**src/rtl/alu_arb_pkg.sv**
```systemverilog
// Shared types for the ALU sharing arbiter: opcodes, NZCV flags and slot state.
package alu_arb_pkg;

    localparam int unsigned MAX_NREQ = 16;
    localparam int unsigned DW       = 32;

    typedef enum logic [1:0] {
        OP_ADD = 2'b00,
        OP_SUB = 2'b01,
        OP_AND = 2'b10,
        OP_ORR = 2'b11
    } alu_op_t;

    typedef struct packed {
        logic n;
        logic z;
        logic c;
        logic v;
    } nzcv_t;

    typedef enum logic {
        SLOT_EMPTY = 1'b0,
        SLOT_FULL  = 1'b1
    } slot_state_t;

endpackage

```
**src/rtl/alu.sv**
```systemverilog
// 32-bit ALU: ADD/SUB/AND/ORR with NZCV flags; SUB carry is NOT borrow.
module alu
    import alu_arb_pkg::*;
(
    input  logic [31:0] a,
    input  logic [31:0] b,
    input  alu_op_t     op,
    output logic [31:0] result,
    output nzcv_t       flags
);

    logic [32:0] sum;
    logic [31:0] b_eff;

    // Subtraction is a + ~b + 1 so carry-out directly gives NOT borrow
    always_comb begin
        b_eff  = (op == OP_SUB) ? ~b : b;
        sum    = 33'(a) + 33'(b_eff) + 33'(op == OP_SUB);
        result = '0;
        flags  = '0;
        unique case (op)
            OP_ADD, OP_SUB: begin
                result  = sum[31:0];
                flags.c = sum[32];
                flags.v = (a[31] == b_eff[31]) && (sum[31] != a[31]);
            end
            OP_AND: result = a & b;
            OP_ORR: result = a | b;
            default: result = '0;
        endcase
        flags.n = result[31];
        flags.z = (result == '0);
    end

endmodule

```
**src/rtl/alu_rr_arbiter.sv**
```systemverilog
// Combinational round-robin arbiter: one-hot grant, priority starting after last_grant.
module alu_rr_arbiter
    import alu_arb_pkg::*;
#(
    parameter  int unsigned NREQ = 4,
    localparam int unsigned IDW  = $clog2(NREQ)
) (
    input  logic [NREQ-1:0] req_valid,
    input  logic [IDW-1:0]  last_grant,
    output logic [NREQ-1:0] grant
);

    logic [IDW-1:0] idx;
    logic           found;

    always_comb begin
        grant = '0;
        found = 1'b0;
        idx   = '0;
        for (int unsigned k = 1; k <= NREQ; k++) begin
            idx = IDW'((32'(last_grant) + k) % NREQ);
            if (!found && req_valid[idx]) begin
                grant[idx] = 1'b1;
                found      = 1'b1;
            end
        end
    end

endmodule

```
**src/rtl/alu_share_arbiter.sv**
```systemverilog
// Shares one ALU among NREQ requesters with round-robin grant and a one-entry response slot.
// Optional grant locking is enabled by defining ALU_ARB_LOCK_EN.
module alu_share_arbiter
    import alu_arb_pkg::*;
#(
    parameter  int unsigned NREQ = 4,
    localparam int unsigned IDW  = $clog2(NREQ)
) (
    input  logic               clk,
    input  logic               reset,
    input  logic [NREQ-1:0]    req_valid,
    output logic [NREQ-1:0]    req_ready,
    input  logic [NREQ*32-1:0] req_a,
    input  logic [NREQ*32-1:0] req_b,
    input  logic [NREQ*2-1:0]  req_op,
`ifdef ALU_ARB_LOCK_EN
    input  logic [NREQ-1:0]    req_lock,
`endif
    output logic               rsp_valid,
    input  logic               rsp_ready,
    output logic [IDW-1:0]     rsp_id,
    output logic [31:0]        rsp_result,
    output logic [3:0]         rsp_flags
);

    slot_state_t     state;
    logic [IDW-1:0]  last_grant;
    logic [NREQ-1:0] eligible;
    logic [NREQ-1:0] grant;
    logic            can_accept;
    logic            accept;
    logic [IDW-1:0]  sel;
    logic [31:0]     alu_a;
    logic [31:0]     alu_b;
    logic [1:0]      alu_op_raw;
    logic [31:0]     alu_result;
    nzcv_t           alu_flags;

    assign rsp_valid  = (state == SLOT_FULL);
    assign can_accept = !rsp_valid || rsp_ready;

`ifdef ALU_ARB_LOCK_EN
    logic           locked;
    logic [IDW-1:0] lock_owner;

    // While locked, only the owner may compete for the ALU
    assign eligible = locked ? (req_valid & (NREQ'(1) << lock_owner)) : req_valid;
`else
    assign eligible = req_valid;
`endif

    alu_rr_arbiter #(.NREQ(NREQ)) u_arb (
        .req_valid  (eligible),
        .last_grant (last_grant),
        .grant      (grant)
    );

    // Nothing is offered while reset is held, so no requester believes a lost op was taken
    assign req_ready = (can_accept && !reset) ? grant : '0;
    assign accept    = |req_ready;

    // Encode the one-hot grant and steer the winner's operands to the ALU
    always_comb begin
        sel        = '0;
        alu_a      = '0;
        alu_b      = '0;
        alu_op_raw = '0;
        for (int unsigned i = 0; i < NREQ; i++) begin
            if (grant[i]) begin
                sel        = IDW'(i);
                alu_a      = req_a[32*i +: 32];
                alu_b      = req_b[32*i +: 32];
                alu_op_raw = req_op[2*i +: 2];
            end
        end
    end

    alu u_alu (
        .a      (alu_a),
        .b      (alu_b),
        .op     (alu_op_t'(alu_op_raw)),
        .result (alu_result),
        .flags  (alu_flags)
    );

    // Response slot FSM plus payload and rotation pointer
    always_ff @(posedge clk) begin
        if (reset) begin
            state      <= SLOT_EMPTY;
            rsp_id     <= '0;
            rsp_result <= '0;
            rsp_flags  <= '0;
            last_grant <= IDW'(NREQ - 1);
`ifdef ALU_ARB_LOCK_EN
            locked     <= 1'b0;
            lock_owner <= '0;
`endif
        end else begin
            unique case (state)
                SLOT_EMPTY: if (accept) state <= SLOT_FULL;
                SLOT_FULL:  if (rsp_ready && !accept) state <= SLOT_EMPTY;
                default:    state <= SLOT_EMPTY;
            endcase
            if (accept) begin
                rsp_id     <= sel;
                rsp_result <= alu_result;
                rsp_flags  <= alu_flags;
                last_grant <= sel;
`ifdef ALU_ARB_LOCK_EN
                locked     <= req_lock[sel];
                if (req_lock[sel]) lock_owner <= sel;
`endif
            end
        end
    end

endmodule

```
**config.mk**
```make
export PLATFORM = sky130hd
export DESIGN_NAME = alu_share_arbiter
export DESIGN_NICKNAME = d
export VERILOG_FILES = /design/src/rtl/alu_arb_pkg.sv /design/src/rtl/alu.sv /design/src/rtl/alu_rr_arbiter.sv /design/src/rtl/alu_share_arbiter.sv
export SDC_FILE = /design/constraint.sdc
export NUM_CORES = 1
export LEC_CHECK = 0
export ABC_CLOCK_PERIOD_IN_PS = 18000
export CORE_MARGIN = 10
export CORE_UTILIZATION = 45
export DETAILED_ROUTE_END_ITERATION = 10
export PLACE_DENSITY = 0.88
export SYNTH_ARGS = -nofsm -noshare
export SYNTH_HDL_FRONTEND = slang
export SYNTH_SLANG_ARGS = --single-unit
```
**constraint.sdc**
```tcl
create_clock -name clk -period 18 [get_ports clk]
set_input_delay 5.4 -clock clk [delete_from_list [all_inputs] [get_ports clk]]
set_output_delay 5.4 -clock clk [all_outputs]
set_load 0.02 [all_outputs]
```
==> Implementation_results.wiki, run 1 <==
{| class="wikitable"
! Metric !! Value
|-
| Most frequent standard cell in the layout excluding fill and tap cells || sky130_fd_sc_hd__clkdlybuf4s50_1
|-
| First-pass GRT wire length || 41700 um
|-
| Unrepaired setup endpoints after global routing || false
|-
| Run status || completed
|-
| Chip Width || 139 um
|-
| Slew Limit Headroom || 0.256
|-
| Routability cong. || 0.982
|-
| Post-Route WL || 26900 um
|-
| Number of buffers added by the clock tree synthesis step || 5
|-
| Most frequent cells in the layout || sky130_fd_sc_hd__clkdlybuf4s50_1, sky130_fd_sc_hd__o21ai_0, sky130_fd_sc_hd__nor2_1
|-
| Number of setup violations in the final report || 0
|-
| Cell at the root of the clock tree || sky130_fd_sc_hd__clkbuf_16
|-
| Die Area || around 19000 um^2
|-
| Type of the worst setup path || primary input to output port
|-
| Final nets || 1480
|-
| Number of antenna diodes || 0
|-
| Number of sinks handled by clock tree synthesis || 40
|-
| H-tree Lvls || 2
|-
| HPWL after DPL || 22000 um
|-
| Pin count of the biggest net entering global routing || 85
|-
| Number of distinct library cells after synthesis || 75
|-
| Number of buffers added on ports || 313
|-
| Most common cell type on the critical path || sky130_fd_sc_hd__clkdlybuf4s50_1
|-
| Growth of design area from synthesis to finish || 52.9%
|-
| Worst path max stage delay || 0.77 ns
|-
| Register bit count reported by yosys || 40
|-
| Cell-by-cell trace of the critical path || clkdlybuf4s50_1 > mux4_2 > a211oi_1 > a211o_1 > nor2_1 > clkdlybuf4s50_1
|-
| Setup Buffers After CTS || 0
|-
| Congestion Overflow GR || 0
|-
| Crit. End Element || output port
|-
| Slowest-stage cell, CP || sky130_fd_sc_hd__a211o_1
|-
| Max-slew violation count || 0
|-
| Part of the cycle the worst path needs || 0.768
|-
| Core Region || 13800 um^2
|-
| Top flip-flop cell by instance count after synthesis || sky130_fd_sc_hd__dfxtp_1
|-
| Max_cap viols || 0
|-
| Synth Cell Area || 6320 um^2
|-
| DRC || 0
|-
| Maximum clock frequency || 72.4 MHz
|-
| Count of mapped cells out of synthesis || approximately 910
|-
| Final min period || 13.82 ns
|-
| Via count of the first global-routing pass || 7784
|-
| Y dimension of the die || around 140 um
|-
| Global routing usage summed across all routing layers || 0.258
|-
| Largest delay contributor family on the critical path || compound AO/OA/AOI/OAI gates
|-
| Antenna violations before repair || 0
|-
| Critical path data required time || 12.60 ns
|-
| Signal arrival time at the worst endpoint || 8.42 ns
|-
| Post-synth EDFFs || 0
|-
| Share of synthesized flip-flops with an asynchronous set or reset || 0
|-
| Total negative slack || 0 ns
|-
| Worst slew pin tran || 1.11 ns
|-
| Number of nets in the synthesized netlist || 1219
|-
| Clock tree from TritonCTS || built
|-
| First drt pass iteration count || 6
|-
| Initial cell density of the core || 0.457
|-
| Hold bufs inserted after CTS || 0
|-
| Worst Setup Start Kind || primary input
|-
| Largest clock skew in the final design || 0.00252 ns
|-
| Clock-pin slew reported for the worst setup and hold paths after clock tree synthesis || about 0.06 ns
|-
| Worst path buffer plus inverter count || 2
|-
| Ratio of cells with drive above 1 in the final layout || 0.0385
|-
| Number of hold-slack violations in the final timing report || 0
|-
| Clock Tree Buf Depth || 2
|-
| Post-synthesis area per instance || 6.96 um^2
|-
| CP Max Fanout || 30
|-
| Clock latency on the worst-skew pair || 0.28 ns
|-
| Count of instances resized after the clock tree is built || 0
|-
| Number of routed nets with antenna violations || 0
|-
| Proportion of synthesized chip area in sequential cells || 0.127
|-
| Number of warnings issued by yosys || 0
|-
| Routed vias || 8034
|-
| Min-delay worst type || register to register
|-
| Routed WL per cell || 20.0 um
|-
| I/O Pins || about 310
|-
| Via density per instance || a little under 6
|-
| Detailed Route Iter0 Violations || 741
|-
| Number of core rows || 43
|-
| Flop-to-flop setup slack || 9.18 ns
|}
state kept, by name (all words and copies together) (netlist names):
name,count
last_grant,2
rsp_result,32
rsp_valid,1
rsp_flags,3
rsp_id,2
logic make-up (layout without fill, tap and decap cells):
kind of cell | after synthesis | count (layout) | synth area share
AO/OA/AOI/OAI | 353 | 353 | 0.380
AND/OR/NAND/NOR | 284 | 284 | 0.214
buffers and inverters | 109 | 371 | 0.0681
adder cells (fa/ha/maj) | 63 | 63 | 0.117
XOR/XNOR | 48 | 48 | 0.0665
flip-flops | 40 | 40 | 0.127
multiplexers | 11 | 11 | 0.0277
layout make-up:
class / count / area [um^2]
Clock buffer: 6 / 129
Clock inverter: 2 / 35.0
Fill cell: 1156 / 4160
Inverter: 40 / 150
Multi-Input combinational cell: 759 / 5120
Sequential cell: 40 / 801
Tap cell: 180 / 225
Timing Repair Buffer: 323 / 3210
Yosys cell counts, types with 4 or more instances:
cell type,instances,share of area
sky130_fd_sc_hd__and3_1,4,0.0040
sky130_fd_sc_hd__xnor2_1,35,0.049
sky130_fd_sc_hd__a211oi_1,7,0.0083
sky130_fd_sc_hd__nor2b_1,7,0.0069
sky130_fd_sc_hd__nand3_1,42,0.033
sky130_fd_sc_hd__a31oi_1,5,0.0049
sky130_fd_sc_hd__a22o_1,4,0.0055
sky130_fd_sc_hd__a21o_1,13,0.015
sky130_fd_sc_hd__a2bb2oi_1,10,0.014
sky130_fd_sc_hd__nor3b_1,4,0.0048
sky130_fd_sc_hd__maj3_1,23,0.036
sky130_fd_sc_hd__a221o_1,10,0.016
sky130_fd_sc_hd__o2111ai_1,4,0.0055
sky130_fd_sc_hd__a21boi_0,4,0.0048
sky130_fd_sc_hd__o21ai_0,99,0.078
sky130_fd_sc_hd__or3_1,7,0.0069
sky130_fd_sc_hd__buf_1,13,0.0077
sky130_fd_sc_hd__dfxtp_1,40,0.13
sky130_fd_sc_hd__o21a_1,11,0.013
sky130_fd_sc_hd__a22oi_1,8,0.0095
sky130_fd_sc_hd__o211ai_1,6,0.0071
sky130_fd_sc_hd__a21oi_1,78,0.062
sky130_fd_sc_hd__mux2i_1,4,0.0063
sky130_fd_sc_hd__o31a_1,5,0.0069
sky130_fd_sc_hd__nand2b_1,10,0.0099
sky130_fd_sc_hd__o31ai_1,4,0.0048
sky130_fd_sc_hd__a221oi_1,54,0.075
sky130_fd_sc_hd__ha_1,39,0.077
sky130_fd_sc_hd__xor2_1,13,0.018
sky130_fd_sc_hd__nor2_1,82,0.049
sky130_fd_sc_hd__nand2_1,58,0.034
sky130_fd_sc_hd__a31o_2,5,0.0069
sky130_fd_sc_hd__nor3_1,36,0.029
sky130_fd_sc_hd__clkbuf_1,51,0.030
sky130_fd_sc_hd__mux4_2,4,0.014
sky130_fd_sc_hd__inv_1,39,0.023
sky130_fd_sc_hd__and2_1,10,0.0099
sky130_fd_sc_hd__nand4_1,7,0.0069
worst reg2reg max path, delay by kind of cell, from the launching register on:
| kind | cells | cell delay (ns) |
|---|---|---|
| and+or+nand+nor | 7 | 1.74 |
| adders and majority gates | 2 | 0.83 |
| xor gates and xnor gates | 2 | 0.36 |
| AOI/OAI and AO/OA | 11 | 3.27 |
| buffers and inverters | 4 | 1.34 |
| DFF | 1 | 0.64 |
| muxes | 1 | 0.60 |
worst paths after layout:
check / from / to / depth (start not counted)
max: req_valid[0] / req_ready[3] / 6
min: rsp_result[1]$_SDFFE_PP0P_ / rsp_result[1]$_SDFFE_PP0P_ / 2
max reg2reg: last_grant[0]$_SDFFE_PP1P_ / rsp_flags[2]$_SDFFE_PP0P_ / 27
min reg2reg: rsp_result[1]$_SDFFE_PP0P_ / rsp_result[1]$_SDFFE_PP0P_ / 2
metal layers:
metal | up-vias | GRT usage | part of all wire
li1 | 3923 | - | -
met1 | 3731 | 0.304 | 0.40
met2 | 338 | 0.454 | 0.49
met3 | 42 | 0.0658 | 0.084
met4 | 0 | 0.0655 | 0.025
met5 | - | 0 | 0
stage by stage:
stage	instance area (um^2)	instances	utilization	hold WS [ns]	worst slack [ns]
2_1_floorplan	6320	908	-	0.530	4.67
6_report	9670	1350	0.699	0.460	4.18
3_3_place_gp	9500	1342	0.687	0.437	4.23
3_5_place_dp	9500	1342	0.687	0.445	4.18
5_1_grt	9670	1350	0.699	0.494	3.90
4_1_cts	9670	1350	0.699	0.459	4.18
Power of run 1 is left out: the tool's default activity adds up to more than one toggle a clock period on the data nets, which glitch-free logic cannot reach.
==> inputs of run 2 (changes only) <==
--- a/config.mk
+++ b/config.mk
@@ -5,11 +5,11 @@
 export SDC_FILE = /design/constraint.sdc
 export NUM_CORES = 1
 export LEC_CHECK = 0
-export ABC_CLOCK_PERIOD_IN_PS = 18000
+export ABC_CLOCK_PERIOD_IN_PS = 12610
 export CORE_MARGIN = 10
-export CORE_UTILIZATION = 45
+export CORE_UTILIZATION = 38
 export DETAILED_ROUTE_END_ITERATION = 10
-export PLACE_DENSITY = 0.88
+export PLACE_DENSITY = 0.79
 export SYNTH_ARGS = -nofsm -noshare
 export SYNTH_HDL_FRONTEND = slang
 export SYNTH_SLANG_ARGS = --single-unit
==> constraint.sdc (replaced) <==
create_clock -name clk -period 12.61 [get_ports clk]
set_input_delay 3.783 -clock clk [delete_from_list [all_inputs] [get_ports clk]]
set_output_delay 3.783 -clock clk [all_outputs]
set_load 0.02 [all_outputs]
==> run 2 against run 1 <==
Effect of this change: sequential share of layout area fell by 0.052 points; clock-buffer cell count rose by 1; first-iteration DRC count fell by 32%; global-route usage fell by 2.4 points; register-to-register slack got worse by 5.1 ns; worst hold slack got worse by 0.0054 ns; critical endpoint is now rsp_flags[2]$_SDFFE_PP0P_.
==> Implementation_results.wiki, run 2 (synthesized netlist as in run 1, its figures left out) <==
{| class="wikitable"
! Metric !! Value
|-
| Run status || completed
|-
| Congestion Overflow GR || 0 (unchanged)
|-
| Die Area || 22200 um^2 (+16%)
|-
| Worst Setup Start Kind || primary input
|-
| Number of sinks handled by clock tree synthesis || 40 (unchanged)
|-
| Count of instances resized after the clock tree is built || 0 (unchanged)
|-
| Part of the cycle the worst path needs || 0.889
|-
| Slack of the critical path || 1.40 ns (-2.78 ns)
|-
| Post-Route WL || 27800 um (+3.1%)
|-
| Max_cap viols || 0 (unchanged)
|-
| I/O Pins || 314 (unchanged)
|-
| Number of buffers added by the clock tree synthesis step || 5 (unchanged)
|-
| First drt pass iteration count || 5 (-1)
|-
| H-tree Lvls || 2 (unchanged)
|-
| Slew Limit Headroom || 0.312 (+0.0561)
|-
| Cell at the root of the clock tree || sky130_fd_sc_hd__clkbuf_16
|-
| Slowest-stage cell, CP || sky130_fd_sc_hd__and3_2
|-
| Final min period || 11.21 ns
|-
| Routed vias || 8072 (+0.47%)
|-
| Final nets || 1483 (+0.20%)
|-
| Hold bufs inserted after CTS || 0 (unchanged)
|-
| Routability cong. || 0.997 (+1.5%)
|-
| Maximum clock frequency || between 80 and 90 MHz
|-
| Clock tree from TritonCTS || built
|-
| Initial cell density of the core || 0.384 (-0.0732)
|-
| HPWL after DPL || 23000 um (+4.3%)
|-
| Antenna violations before repair || 0 (unchanged)
|-
| Via density per instance || 5.80 (-2.6%)
|-
| Number of hold-slack violations in the final timing report || 0 (unchanged)
|-
| Number of antenna diodes || 0 (unchanged)
|-
| DRC || 0 (unchanged)
|-
| Number of core rows || 47 (+9.3%)
|-
| Clock Tree Buf Depth || 2 (unchanged)
|-
| Max-slew violation count || 0 (unchanged)
|-
| Number of setup violations in the final report || 0 (unchanged)
|-
| Most flops, register || rsp_result
|-
| Unrepaired setup endpoints after global routing || false
|-
| First-pass GRT wire length || 42600 um (+2.2%)
|-
| Chip Width || 149 um (+7.5%)
|-
| DP Worst Slack || 1.30 ns (-2.88 ns)
|-
| Clock-pin slew reported for the worst setup and hold paths after clock tree synthesis || 0.05 ns (about the same)
|-
| Total negative slack || 0 ns (unchanged)
|-
| Ratio of cells with drive above 1 in the final layout || 0.0410 (+0.00249)
|-
| Type of the worst setup path || primary input to register
|-
| Critical path data required time || 12.83 ns (+0.23 ns)
|-
| Worst slew pin tran || 1.03 ns (-0.0854 ns)
|-
| Worst path max stage delay || 0.62 ns (-0.15 ns)
|-
| Most frequent standard cell in the layout excluding fill and tap cells || sky130_fd_sc_hd__clkdlybuf4s50_1
|-
| Max reg flops || 32 (unchanged)
|-
| Number of buffers added on ports || 313 (unchanged)
|-
| Global routing usage summed across all routing layers || 0.235 (-0.0236)
|-
| Min-delay worst type || register to register
|-
| Registers with the most flip-flops || rsp_result (32), rsp_flags (3)
|-
| CP Max Fanout || 32 (+6.7%)
|-
| Clock latency on the worst-skew pair || 0.28 ns (about the same)
|-
| Growth of design area from synthesis to finish || 53.9%
|-
| Crit. End Element || register
|-
| Routed WL per cell || 20.0 um (about the same)
|-
| Setup Buffers After CTS || 0 (unchanged)
|-
| Via count of the first global-routing pass || 7911 (+1.6%)
|-
| Signal arrival time at the worst endpoint || 11.43 ns (+3.01 ns)
|-
| Pin count of the biggest net entering global routing || 103 (+21%)
|-
| Most frequent cells in the layout || sky130_fd_sc_hd__clkdlybuf4s50_1, sky130_fd_sc_hd__o21ai_0, sky130_fd_sc_hd__nor2_1
|-
| Largest clock skew in the final design || 0.00381 ns (+0.00130 ns)
|-
| Detailed Route Iter0 Violations || 506 (-32%)
|-
| Number of routed nets with antenna violations || 0 (unchanged)
|-
| Core Region || 16500 um^2 (+19%)
|-
| Y dimension of the die || 149 um (+7.5%)
|}
run 2: metrics by stage:
step	hold WS, ns	instances	utilization	instance area [um^2]
after floorplan	0.530	908	-	6320
after global placement	0.436	1385	0.581	9570
after detailed placement	0.446	1385	0.581	9570
after CTS	0.455	1392	0.591	9730
after global routing	0.477	1392	0.591	9730
final	0.454	1392	0.591	9730
run 2: layer usage:
metal,share of wire,wire length [um],global-route usage
met3,0.098,2710,0.0664
met4,0.018,505,0.0442
met5,0,0,0
met1,0.41,11300,0.284
met2,0.48,13300,0.405
run 2: worst max-delay path, delay by kind of cell:
kind	cells	cell delay (ns)
xor gates and xnor gates	1	0.21
muxes	1	0.61
and+or+nand+nor	8	2.29
AOI/OAI and AO/OA	12	3.03
adders and majority gates	1	0.43
buffers and inverters	3	1.06
run 2: cell type report:
| type | instances | area (um^2) |
|---|---|---|
| inverters | 40 | 150 |
| clock buffers | 7 | 153 |
| well taps | 220 | 275 |
| fillers | 1565 | 6740 |
| repair buffers | 326 | 3230 |
| multi-input cells | 759 | 5120 |
| flip-flops and latches | 40 | 801 |
run 2: path summary, 6_finish.rpt:
path	startpoint	endpoint	slack, ns	depth (start not counted)
min	rsp_result[1]$_SDFFE_PP0P_	rsp_result[1]$_SDFFE_PP0P_	0.45	2
max reg2reg	last_grant[0]$_SDFFE_PP1P_	rsp_flags[2]$_SDFFE_PP0P_	4.12	27
max	req_valid[3]	rsp_flags[2]$_SDFFE_PP0P_	1.40	26
min reg2reg	rsp_result[1]$_SDFFE_PP0P_	rsp_result[1]$_SDFFE_PP0P_	0.45	2
Power of run 2 is left out for the same reason.
==> inputs of run 3 (changes only) <==
--- a/config.mk
+++ b/config.mk
@@ -6,8 +6,9 @@
 export NUM_CORES = 1
 export LEC_CHECK = 0
 export ABC_CLOCK_PERIOD_IN_PS = 12610
-export CORE_MARGIN = 10
+export CORE_MARGIN = 2
 export CORE_UTILIZATION = 38
+export CTS_CLUSTER_SIZE = 16
 export DETAILED_ROUTE_END_ITERATION = 10
 export PLACE_DENSITY = 0.79
 export SYNTH_ARGS = -nofsm -noshare
==> run 3 against run 2 <==
Effect of this change: register-to-register slack improved by 0.21 ns; sequential share of layout area about the same; via count shrank 0.33%; flip-flop and latch count stayed put; global-route usage is 4.2 points higher; clock skew is 0.00063 ns higher; die area shrank 20%; worst hold slack about the same; clock-buffer cell count rose by 1; non-clock buffer count rose by 1; setup slack improved by 0.23 ns; fmax is 2.1% higher; critical path type unchanged.
==> Implementation_results.wiki, run 3 (synthesized netlist as in run 1, its figures left out) <==
{| class="wikitable"
! Metric !! Value
|-
| Setup Buffers After CTS || 0 (unchanged)
|-
| Y dimension of the die || 133 um (-11%)
|-
| Registers with the most flip-flops || rsp_result (32), rsp_flags (3)
|-
| Flop-to-flop setup slack || 4.33 ns (+0.21 ns)
|-
| Number of buffers added on ports || 313 (unchanged)
|-
| Post-Route WL || 25000 um (-10%)
|-
| Ratio of cells with drive above 1 in the final layout || 0.0409 (-0.0000698)
|-
| Initial cell density of the core || 0.385 (+0.00138)
|-
| Crit. End Element || register
|-
| Worst r2r dst || rsp_flags[2]$_SDFFE_PP0P_
|-
| Routability cong. || 0.991 (-0.55%)
|-
| Number of buffers added by the clock tree synthesis step || 5 (unchanged)
|-
| Worst R2R Start || last_grant[0]$_SDFFE_PP1P_
|-
| Max_cap viols || 0 (unchanged)
|-
| Placed cell count || 1386 (+0.072%)
|-
| First-pass GRT wire length || 40000 um (-6.1%)
|-
| HPWL after DPL || 20500 um (-11%)
|-
| H-tree Lvls || 2 (unchanged)
|-
| Total negative slack || 0 ns (unchanged)
|-
| Worst min-delay path endpoint || rsp_result[2]$_SDFFE_PP0P_
|-
| Register-to-Register Path Depth || 26 (-3.7%)
|-
| I/O Pins || 314 (unchanged)
|-
| Pin count of the biggest net entering global routing || 84 (-18%)
|-
| Via count of the first global-routing pass || 7722 (-2.4%)
|-
| Number of setup violations in the final report || 0 (unchanged)
|-
| CP Max Fanout || 29 (-9.4%)
|-
| Most frequent cells in the layout || sky130_fd_sc_hd__clkdlybuf4s50_1, sky130_fd_sc_hd__o21ai_0, sky130_fd_sc_hd__nor2_1
|-
| Run status || completed
|-
| Core Region || 16400 um^2 (-0.36%)
|-
| Slack of the critical path || 1.63 ns (+0.230 ns)
|-
| Number of hold-slack violations in the final timing report || 0 (unchanged)
|-
| Detailed Route Iter0 Violations || 718 (+42%)
|-
| Final min period || 10.98 ns (-0.230 ns)
|-
| Unrepaired setup endpoints after global routing || false
|-
| Slew Limit Headroom || 0.334 (+0.0214)
|-
| Critical path data required time || 12.84 ns (about the same)
|-
| Congestion Overflow GR || 0 (unchanged)
|-
| Number of routed nets with antenna violations || 0 (unchanged)
|-
| Final nets || 1484 (+0.067%)
|-
| DP Worst Slack || 1.40 ns (+0.0987 ns)
|-
| Die Area || 17700 um^2 (-20%)
|-
| Number of antenna diodes || 0 (unchanged)
|-
| Clock tree from TritonCTS || built
|-
| Clock-pin slew reported for the worst setup and hold paths after clock tree synthesis || 0.06 ns (about the same)
|-
| Number of cells traversed by the worst hold path || 2 (unchanged)
|-
| Max-slew violation count || 0 (unchanged)
|-
| Count of instances resized after the clock tree is built || 0 (unchanged)
|-
| Via density per instance || 5.77 (-0.48%)
|-
| Antenna violations before repair || 0 (unchanged)
|-
| Global routing usage summed across all routing layers || 0.277 (+0.0423)
|-
| Post-layout util || 0.593 (+0.00219)
|-
| Routed WL per cell || 17.9 um (-10%)
|-
| Post-route non-filler standard cell count || 1394 (+0.14%)
|-
| Signal arrival time at the worst endpoint || 11.21 ns (-0.22 ns)
|-
| Number of sinks handled by clock tree synthesis || 40 (unchanged)
|-
| Worst slew pin tran || 0.993 ns (-0.0344 ns)
|-
| Clock Tree Buf Depth || 2 (unchanged)
|-
| Routed vias || 8045 (-0.33%)
|-
| Most frequent standard cell in the layout excluding fill and tap cells || sky130_fd_sc_hd__clkdlybuf4s50_1
|-
| Chip Width || 133 um (-11%)
|-
| DRC || 0 (unchanged)
|-
| Maximum clock frequency || 91.1 MHz (+2.1%)
|-
| Most flops, register || rsp_result
|-
| Max reg flops || 32 (unchanged)
|-
| Worst Setup Start Kind || primary input
|-
| Min-delay worst type || register to register
|-
| Hold bufs inserted after CTS || 0 (unchanged)
|-
| Number of core rows || 47 (unchanged)
|-
| Type of the worst setup path || primary input to register
|-
| Growth of design area from synthesis to finish || 53.9% (about the same)
|-
| Part of the cycle the worst path needs || 0.871 (-0.0183)
|-
| Largest clock skew in the final design || 0.00445 ns (+0.000633 ns)
|-
| Hold path startpoint || rsp_result[2]$_SDFFE_PP0P_
|-
| Cell at the root of the clock tree || sky130_fd_sc_hd__clkbuf_16
|-
| First drt pass iteration count || 5 (unchanged)
|-
| Clock latency on the worst-skew pair || 0.28 ns (about the same)
|}
==> run 3: cell count changes in the layout (fill, tap and decap cells not counted) <==
cell	delta
sky130_fd_sc_hd__clkbuf_1	+2
sky130_fd_sc_hd__buf_4	+1
sky130_fd_sc_hd__clkbuf_8	-1
==> run 3: worst max path at each step <==
stage                             from                         to  slack [ns]  depth (start not counted)
after detailed placement  req_valid[2]  rsp_flags[2]$_SDFFE_PP0P_        1.40                         25
after global placement    req_valid[2]  rsp_flags[2]$_SDFFE_PP0P_        1.65                         25
after global routing      req_valid[2]  rsp_flags[2]$_SDFFE_PP0P_        1.03                         26
final                     req_valid[2]  rsp_flags[2]$_SDFFE_PP0P_        1.63                         25
after floorplan           req_valid[2]               req_ready[2]        2.52                         11
after CTS                 req_valid[2]  rsp_flags[2]$_SDFFE_PP0P_        1.65                         25
==> run 3: per-stage QoR <==
step | instance area, um^2 | hold slack, ns
floorplan | 6320 | 0.530
global placement | 9580 | 0.444
detailed placement | 9580 | 0.445
CTS | 9730 | 0.457
global route | 9730 | 0.473
finish | 9730 | 0.454
==> run 3: critical path, cell delays in order <==
cell,delay [ns]
sky130_fd_sc_hd__clkdlybuf4s50_1,0.47
sky130_fd_sc_hd__mux4_2,0.62
sky130_fd_sc_hd__nor2b_1,0.18
sky130_fd_sc_hd__a211oi_1,0.59
sky130_fd_sc_hd__nand4_1,0.18
sky130_fd_sc_hd__a311oi_1,0.79
sky130_fd_sc_hd__a2111oi_4,0.12
sky130_fd_sc_hd__buf_4,0.33
sky130_fd_sc_hd__xnor2_1,0.28
sky130_fd_sc_hd__inv_1,0.09
sky130_fd_sc_hd__fa_1,0.43
sky130_fd_sc_hd__nor2b_1,0.18
sky130_fd_sc_hd__o2111ai_1,0.15
sky130_fd_sc_hd__a41oi_1,0.39
sky130_fd_sc_hd__or3b_2,0.52
sky130_fd_sc_hd__a31oi_1,0.37
sky130_fd_sc_hd__o31ai_1,0.16
sky130_fd_sc_hd__nand2b_1,0.12
sky130_fd_sc_hd__xnor2_1,0.14
sky130_fd_sc_hd__a32oi_1,0.12
sky130_fd_sc_hd__a2111oi_0,0.45
sky130_fd_sc_hd__o2111a_1,0.26
sky130_fd_sc_hd__nand4_1,0.09
sky130_fd_sc_hd__nor3b_1,0.23
sky130_fd_sc_hd__a22o_1,0.15
==> run 3: layer usage <==
metal  routed length [um]  global-route usage  vias to the layer above
li1                     -                   -                     3950
met1                10800               0.366                     3742
met2                12100               0.481                      326
met3                 1750              0.0418                       27
met4                  334              0.0514                        0
met5                    0                   0                        -
==> run 3: layout make-up <==
type / count / area, um^2
sequential: 40 / 801
fill: 1539 / 6680
inverter: 40 / 150
clock buffer: 8 / 146
multi-input combinational: 759 / 5120
tap: 220 / 275
timing repair buffer: 327 / 3240
Power of run 3 is left out for the same reason.
